[src/rtl/regfile_wr_arbiter.sv]
// Round-robin write-port arbiter for an 8x16 register file.
// Requesters use valid/ready; one write is accepted per cycle and presented
// to the register file one cycle later. A requester may lock the grant for a
// burst. Writes to address 0 are dropped here and counted.
module regfile_wr_arbiter #(
    parameter int NREQ = 4,
    parameter int AW   = 3,
    parameter int DW   = 16,
    parameter int CNTW = 8
) (
    input  logic                          clk,
    input  logic                          rst_n,
    input  logic [NREQ-1:0]               req_valid,
    input  logic [NREQ-1:0]               req_lock,
    input  logic [NREQ*AW-1:0]            req_addr,
    input  logic [NREQ*DW-1:0]            req_data,
    output logic [NREQ-1:0]               req_ready,
    output logic                          rf_wr_en,
    output logic [AW-1:0]                 rf_wr_addr,
    output logic [DW-1:0]                 rf_wr_data,
    output logic [$clog2(NREQ)-1:0]       grant_id,
    output logic                          locked,
    output logic [CNTW-1:0]               drop_cnt
);

    localparam int IDW = $clog2(NREQ);

    typedef enum logic {
        ARB    = 1'b0,
        LOCKED = 1'b1
    } state_t;

    state_t         state, state_nxt;
    logic [IDW-1:0] ptr, ptr_nxt;
    logic [IDW-1:0] owner, owner_nxt;

    logic           xfer;
    logic [IDW-1:0] win;
    logic [AW-1:0]  win_addr;
    logic [DW-1:0]  win_data;

    // Winner selection, ready generation and next-state logic.
    always_comb begin
        // NOTE: every combinational output gets a default first so no path leaves it unassigned (no latch).
        req_ready = '0;
        xfer      = 1'b0;
        win       = '0;
        state_nxt = state;
        ptr_nxt   = ptr;
        owner_nxt = owner;

        if (rst_n) begin
            if (state == LOCKED) begin
                // Owner keeps the grant even while idle; nobody else is served.
                if (req_valid[owner]) begin
                    xfer = 1'b1;
                    win  = owner;
                end
            end else begin
                // First valid requester at or after ptr, wrapping modulo NREQ.
                for (int k = 0; k < NREQ; k++) begin
                    if (!xfer && req_valid[(int'(ptr) + k) % NREQ]) begin
                        xfer = 1'b1;
                        win  = IDW'((int'(ptr) + k) % NREQ);
                    end
                end
            end

            if (xfer) begin
                req_ready[win] = 1'b1;
                if (req_lock[win]) begin
                    state_nxt = LOCKED;
                    owner_nxt = win;
                end else begin
                    state_nxt = ARB;
                    ptr_nxt   = (win == IDW'(NREQ - 1)) ? '0 : win + 1'b1;
                end
            end
        end
    end

    assign win_addr = req_addr[win*AW +: AW];
    assign win_data = req_data[win*DW +: DW];
    assign locked   = (state == LOCKED);

    // Arbitration state register.
    always_ff @(posedge clk) begin
        // NOTE: sequential state uses non-blocking assignments so every flop samples pre-edge values.
        if (!rst_n) begin
            state <= ARB;
            ptr   <= '0;
            owner <= '0;
        end else begin
            state <= state_nxt;
            ptr   <= ptr_nxt;
            owner <= owner_nxt;
        end
    end

    // Registered write stage toward the register file, plus the drop counter.
    always_ff @(posedge clk) begin
        if (!rst_n) begin
            rf_wr_en   <= 1'b0;
            rf_wr_addr <= '0;
            rf_wr_data <= '0;
            grant_id   <= '0;
            drop_cnt   <= '0;
        end else begin
            rf_wr_en <= 1'b0;
            if (xfer) begin
                rf_wr_addr <= win_addr;
                rf_wr_data <= win_data;
                grant_id   <= win;
                // Register 0 is hardwired zero, so its writes never reach the file.
                rf_wr_en   <= (win_addr != '0);
                if (win_addr == '0 && drop_cnt != '1) begin
                    drop_cnt <= drop_cnt + 1'b1;
                end
            end
        end
    end

endmodule

[config.mk]
export PLATFORM = sky130hd
export DESIGN_NAME = regfile_wr_arbiter
export DESIGN_NICKNAME = d
export VERILOG_FILES = /design/src/rtl/regfile_wr_arbiter.sv
export SDC_FILE = /design/constraint.sdc
export NUM_CORES = 1
export LEC_CHECK = 0
export ABC_AREA = 1
export BUFFER_PORTS_ARGS = -buffer_cell sky130_fd_sc_hd__buf_4
export CORE_AREA = 5 5 79 81
export DETAILED_ROUTE_END_ITERATION = 8
export DIE_AREA = 0 0 84 86
export PLACE_DENSITY = 0.84
export SETUP_SLACK_MARGIN = 0.4
export SLEW_MARGIN = 30
export SYNTH_ARGS = -nofsm -noshare
export SYNTH_HDL_FRONTEND = slang
export SYNTH_SLANG_ARGS = --single-unit
export TNS_END_PERCENT = 50
[constraint.sdc]
create_clock -name clk -period 5.25 [get_ports clk]
set_clock_uncertainty 0.1 [all_clocks]
set_input_delay 1.05 -clock clk [delete_from_list [all_inputs] [get_ports clk]]
set_output_delay 1.05 -clock clk [all_outputs]
set_load 0.02 [all_outputs]
# Yosys cells after proc, flatten, opt, wreduce, memory -nomap -nowiden
# Index checks and enable logic that the tools add are counted.
# classes
n_addsub	5
multipliers	1
n_lt_le_gt_ge	7
n_eq_ne	2
n_shift	2
n_mux	43
n_bitwise	4
n_reduce_logical	17
# ops
operator	n
variable part select 64 x 7 -> 16 bit	1
two-way mux 1 bit	25
two-way mux 2 bit	9
binary-select mux 1 bit (select 2 bit)	6
< comparator 3 x 4 -> 1 bit, second input constant	3
variable part select 12 x 5 -> 3 bit	1
< comparator 2 x 3 -> 1 bit, second input constant	3
adder 8 x 1 -> 8 bit, second input constant	1
two-way mux 4 bit	2
inequality test 8 bit, second input constant	1
AND reduction 2 bit	4
OR reduction 2 bit	3
logical AND 1 bit	5
adder 2 x 1 -> 2 bit, second input constant	2
adder 2 bit, second input constant	2
multiplier 2 x 2 -> 4 bit, second input constant	1
AND 1 bit, first input constant	3
logical NOT 1 bit	3
logical NOT 3 bit	1
nonzero test 3 bit	1
demux 1 bit (select 2 bit)	1
== test 2 bit, second input constant	1
>= comparator 2 x 1 -> 1 bit, second input constant	1
NOT 1 bit	1
# word_totals
register_bits	35
input_bits	86
out_inout_bits	35
word_cells	89

# Longest topological paths before layout
# depth
depth_word	26
ltp_mapped	21
mapped_depth_nobuf	20

# Worst setup path after synthesis
# No wires, ideal clock.
# synth_timing
path_kind	in2out
from	in req_valid[3]
to	out req_ready[0]
arrival_time_ps	2568
t_required_ps	4100
setup_slack_ps	1532
path_stages	13
n_path_buf	1
path_cell_list	inv_1 > nand2_2 > nand3_1 > nand2_1 > a21oi_1 > nand2_1 > nand3_2 > nand2_4 > inv_2 > clkbuf_1 > ha_1 > nand2_1 > nor2_1
# synth_between
elab_chain_len	26
word_cells_on_any_way	46
cone_classes	order compare (2); mux (37); reduce/logical (7)
# synth_lines
element	line	source
start, declared	13	input logic [NREQ-1:0] req_valid,
binary-select mux 1 bit (select 2 bit)	62	if (!xfer && req_valid[(int'(ptr) + k) % NREQ]) begin
two-way mux 1 bit (implied by the code)	62	
two-way mux 1 bit	62	
two-way mux 1 bit	53	if (state == LOCKED) begin
two-way mux 1 bit	52	if (rst_n) begin
logical NOT 1 bit	62	
logical AND 1 bit	62	
two-way mux 1 bit	62	
[10 not listed]	n/a	
two-way mux 2 bit	53	
two-way mux 2 bit	52	
< comparator 2 x 3 -> 1 bit (implied by the code) or >= comparator 2 x 1 -> 1 bit (tied branches)	70	req_ready[win] = 1'b1;
logical AND 1 bit (implied by the code)	70	
two-way mux 1 bit (implied by the code)	70	
demux 1 bit (select 2 bit)	70	
two-way mux 4 bit (*)	69	if (xfer) begin
two-way mux 4 bit (*)	52	
end, declared	17	output logic [NREQ-1:0] req_ready,
# Mark *: on every way between the ends. The rest lies on a longest branch, timed or not. The select of a mux whose other input is x is not followed.

# Final worst setup path
# layout_timing
from	in req_valid[0]
to	out req_ready[1]
# The elaborated chain is that of the path after synthesis.

==> results.md <==
- Outcome: finished clean
- Final critical-path required period: 4050 ps
- Initial standard-cell utilization of the core: 49.5%
- Pwr dens: 524 mW/mm^2
- Post-CTS Hold Fix Bufs: 0
- Port bufs: 120
- Remaining antenna violation count: 0
- Clock sinks: 35
- Routed len/inst: 13.9 um
- Nets: 630
- DRC: 0
- Gate count of the mapped netlist: 430
- Die X-Extent: roughly 84 um
- Multi-input gate area in the final layout: ~0.0016 mm^2
- Post-Synthesis Net Count: 521
- Share of layout cells above drive strength 1: 30.1%
- Dominant delay contributor by cell family on the critical path: simple AND/OR/NAND/NOR gates
- Layout Cell Area excl Fill: 0.00362 mm^2
- Crit path max-delay cell type: sky130_fd_sc_hd__clkinv_1
- Tcrit/Tclk final: between 70 and 80%
- Num ports: 121
- Number of setup violations in the final report: 0
- Fill count: 497
- Worst min path class: reg -> reg
- # H-tree levels: 2
- Count of maximum capacitance violations: 0
- Number of flip-flops and latches in the synthesized netlist: 35
- Buffer levels on the longest clock path: 2
- Distinct cell type count after synthesis: 34
- Crit-path max FO: 18
- Post-detailed-placement half-perimeter wirelength: 6410 um
- CTS clock-pin slew for the worst setup and hold paths: 70 ps
- Final TNS setup: 0 ps
- Seq/Total Area, Yosys: 26.2%
- First-pass GRT wire length: 13700 um
- Layout area overhead: 35.2%
- FF-to-FF setup slack: 1950 ps
- Endpoint of the worst hold path: rf_wr_data[4]
- Count of cells along the worst register-to-register path: 17
- Critical path launch point type: input port
- Setup repair after global routing missed its margin: false
- Cell-by-cell trace of the critical path: buf_4 > inv_1 > nand2_1 > nand3_2 > nand2_4 > nor2_4 > nand3_1 > nand2_2 > clkinv_1 > nand2_1 > nor2_1 > buf_4
- Synth area leader: sky130_fd_sc_hd__dfxtp_1
- Floorplan die area: 0.00722 mm^2
- Tot GR Track Use: 22.8%
- Slew at the pin closest to its max-slew limit: 856 ps
- Required time of the critical path: 4100 ps
- Critical register-to-register path endpoint: drop_cnt[0]
- Area of all sequential standard cells: 701 um^2
- Synth Flop Type: sky130_fd_sc_hd__dfxtp_1
- Worst hold path cell count: 2
- Most instantiated library cell after synthesis: sky130_fd_sc_hd__nand2_1
- Post-synthesis instance area: ~0.0027 mm^2
- Highest-utilization routing layer at the global route stage: met2
- Vias per inst: 5.16
- Synth async-reset ratio: 0%
- GRT overflow: 0
- Crit Reg-Reg Startpoint: ptr[0]
- Height of the die: 86 um
- Most numerous cell types in the synthesized netlist: 86 x sky130_fd_sc_hd__nand2_1, 75 x sky130_fd_sc_hd__nor2_1, 49 x sky130_fd_sc_hd__inv_1, 45 x sky130_fd_sc_hd__o21ai_0, 35 x sky130_fd_sc_hd__dfxtp_1
- Final Wtd Congestion: 0.919
- Delay of the slowest cell on the worst path: 490 ps
- Cell area after placement: 0.00355 mm^2
- Number of global-route vias before repair: 3081
- Cells resized by post-CTS repair: 0
- Detailed-routing iteration count for the pre-antenna-repair pass: 4
- Number of endpoints with negative hold slack in the final report: 0
- Warning count from the yosys run: 0
- Antenna diode count: 0
- Total number of cells along the worst setup path: 12
- Clock buffers created by TritonCTS: 5
- Global Route met3 Usage: around 7%
- Headroom to the max-slew limit: a little over two fifths
- Post-CTS Setup Inserts: 0
- Main area contributors after synthesis: sky130_fd_sc_hd__dfxtp_1 26%, sky130_fd_sc_hd__nand2_1 12%, sky130_fd_sc_hd__nor2_1 11%
- Avg Cell Area, Syn: 6.22 um^2
- Number of antenna violations at the first check in global routing: 0
- Critical path type: in -> out
- Maximum clock frequency: 247 MHz
- Number of violations reported at the end of detailed-routing iteration 0: 154
- Met1 demand-to-capacity share in global routing: 25.9%
- Global routing met2 resource utilization: between 40% and 50%
- Core region area: 0.00541 mm^2
- Crit path buffers/inverters: 4
- Yosys top cell area share: 26.2%
- Total count of max-transition violations in the final report: 0
- Vias post-DR: 3145
- Launch instance of the worst min-delay path: rf_wr_data[4]
- TritonCTS clock tree: built
- Cell Rows: 27
- Critical path capture point type: output port
- Static leakage: between 1.5 and 2 nW
- Cell at the root of the clock tree: sky130_fd_sc_hd__clkbuf_8
- VDD IR max: 0.272 mV
- Arrival time of data at the critical path endpoint: 2900 ps
- Worst-skew pair later-pin latency: 280 ps
- Total routed wirelength: approximately 8500 um
- EDFF count, synth: 0
- Maximum number of pins on one net before global-route repair: 34
[metrics by stage]
stage          hold slack [ps]  cells  util (%)  setup WS [ps]  power (mW)
3_3_place_gp               364    604      65.6           1270        1.68
2_1_floorplan              353    430         -           1530        1.36
5_1_grt                    420    610      66.9           1030        2.06
4_1_cts                    381    610      66.9           1210        1.89
6_report                   383    610      66.9           1200        1.89
3_5_place_dp               369    604      65.6           1220        1.71
[area by class of cell]
class | count | area share [%]
clock buffers | 6 | 2.01
repair buffers | 120 | 24.9
well taps | 72 | 2.49
inverters | 56 | 5.84
multi-input cells | 321 | 45.4
flip-flops and latches | 35 | 19.4
[power breakdown]
part	switching (mW)	leakage [nW]	internal (mW)	total, mW
registers	0.0693	0.290	0.354	0.424
clock network	0.0872	0.0371	0.0883	0.176
logic	0.862	1.59	0.433	1.30
total	1.02	1.91	0.876	1.89
[registers in the layout (all words and copies together), names as in the netlist]
register    cells
drop_cnt        8
grant_id        2
locked          1
owner           2
ptr             2
rf_wr_addr      3
rf_wr_data     16
rf_wr_en        1
[worst register-to-register path: cells and delay by family (launching register included)]
family,cells,cell delay (ps)
AOI/OAI and AO/OA,1,220
and+or+nand+nor,14,1620
buffers and inverters,2,630
DFF,1,590
[placed cells by master, fill, tap and decap left out, types with 2 or more instances in the layout]
| master | instances |
|---|---|
| sky130_fd_sc_hd__inv_2 | 5 |
| sky130_fd_sc_hd__buf_4 | 120 |
| sky130_fd_sc_hd__inv_1 | 49 |
| sky130_fd_sc_hd__o21ai_1 | 11 |
| sky130_fd_sc_hd__nor2_8 | 2 |
| sky130_fd_sc_hd__nand2_4 | 7 |
| sky130_fd_sc_hd__nor2_1 | 75 |
| sky130_fd_sc_hd__nand4_1 | 10 |
| sky130_fd_sc_hd__nor4_1 | 2 |
| sky130_fd_sc_hd__o211ai_1 | 3 |
| sky130_fd_sc_hd__nor2_2 | 2 |
| sky130_fd_sc_hd__nand3_1 | 28 |
| sky130_fd_sc_hd__clkbuf_8 | 5 |
| sky130_fd_sc_hd__nand3_2 | 5 |
| sky130_fd_sc_hd__nand2_1 | 86 |
| sky130_fd_sc_hd__dfxtp_1 | 35 |
| sky130_fd_sc_hd__o22ai_1 | 15 |
| sky130_fd_sc_hd__nor3_1 | 2 |
| sky130_fd_sc_hd__ha_1 | 5 |
| sky130_fd_sc_hd__a21oi_1 | 6 |
| sky130_fd_sc_hd__o21ai_0 | 45 |
| sky130_fd_sc_hd__nand2_2 | 11 |
[cells by family after synthesis]
| family | after synthesis | share of synthesized area, % |
|---|---|---|
| simple gates | 233 | 42.0 |
| buf+inv | 74 | 12.4 |
| fa+ha+maj | 5 | 2.34 |
| xor+xnor | 1 | 0.327 |
| compound gates | 82 | 16.7 |
| flops | 35 | 26.2 |
[routing by layer]
metal	vias to the layer above	part of all wire [%]	wire length, um
met5	-	0	0
met4	0	1.7	146
met3	16	7.7	650
met2	107	50	4230
met1	1417	41	3430
li1	1605	-	-
[how the worst max path moves through the flow]
stage	from	to	slack, ps
floorplan	req_valid[3]	req_ready[0]	1530
global placement	req_valid[0]	req_ready[2]	1270
detailed placement	req_valid[0]	req_ready[1]	1220
CTS	req_valid[0]	req_ready[1]	1210
global route	req_valid[3]	req_ready[2]	1030
finish	req_valid[0]	req_ready[1]	1200
Note: power is estimated with default switching activity, not from simulation.
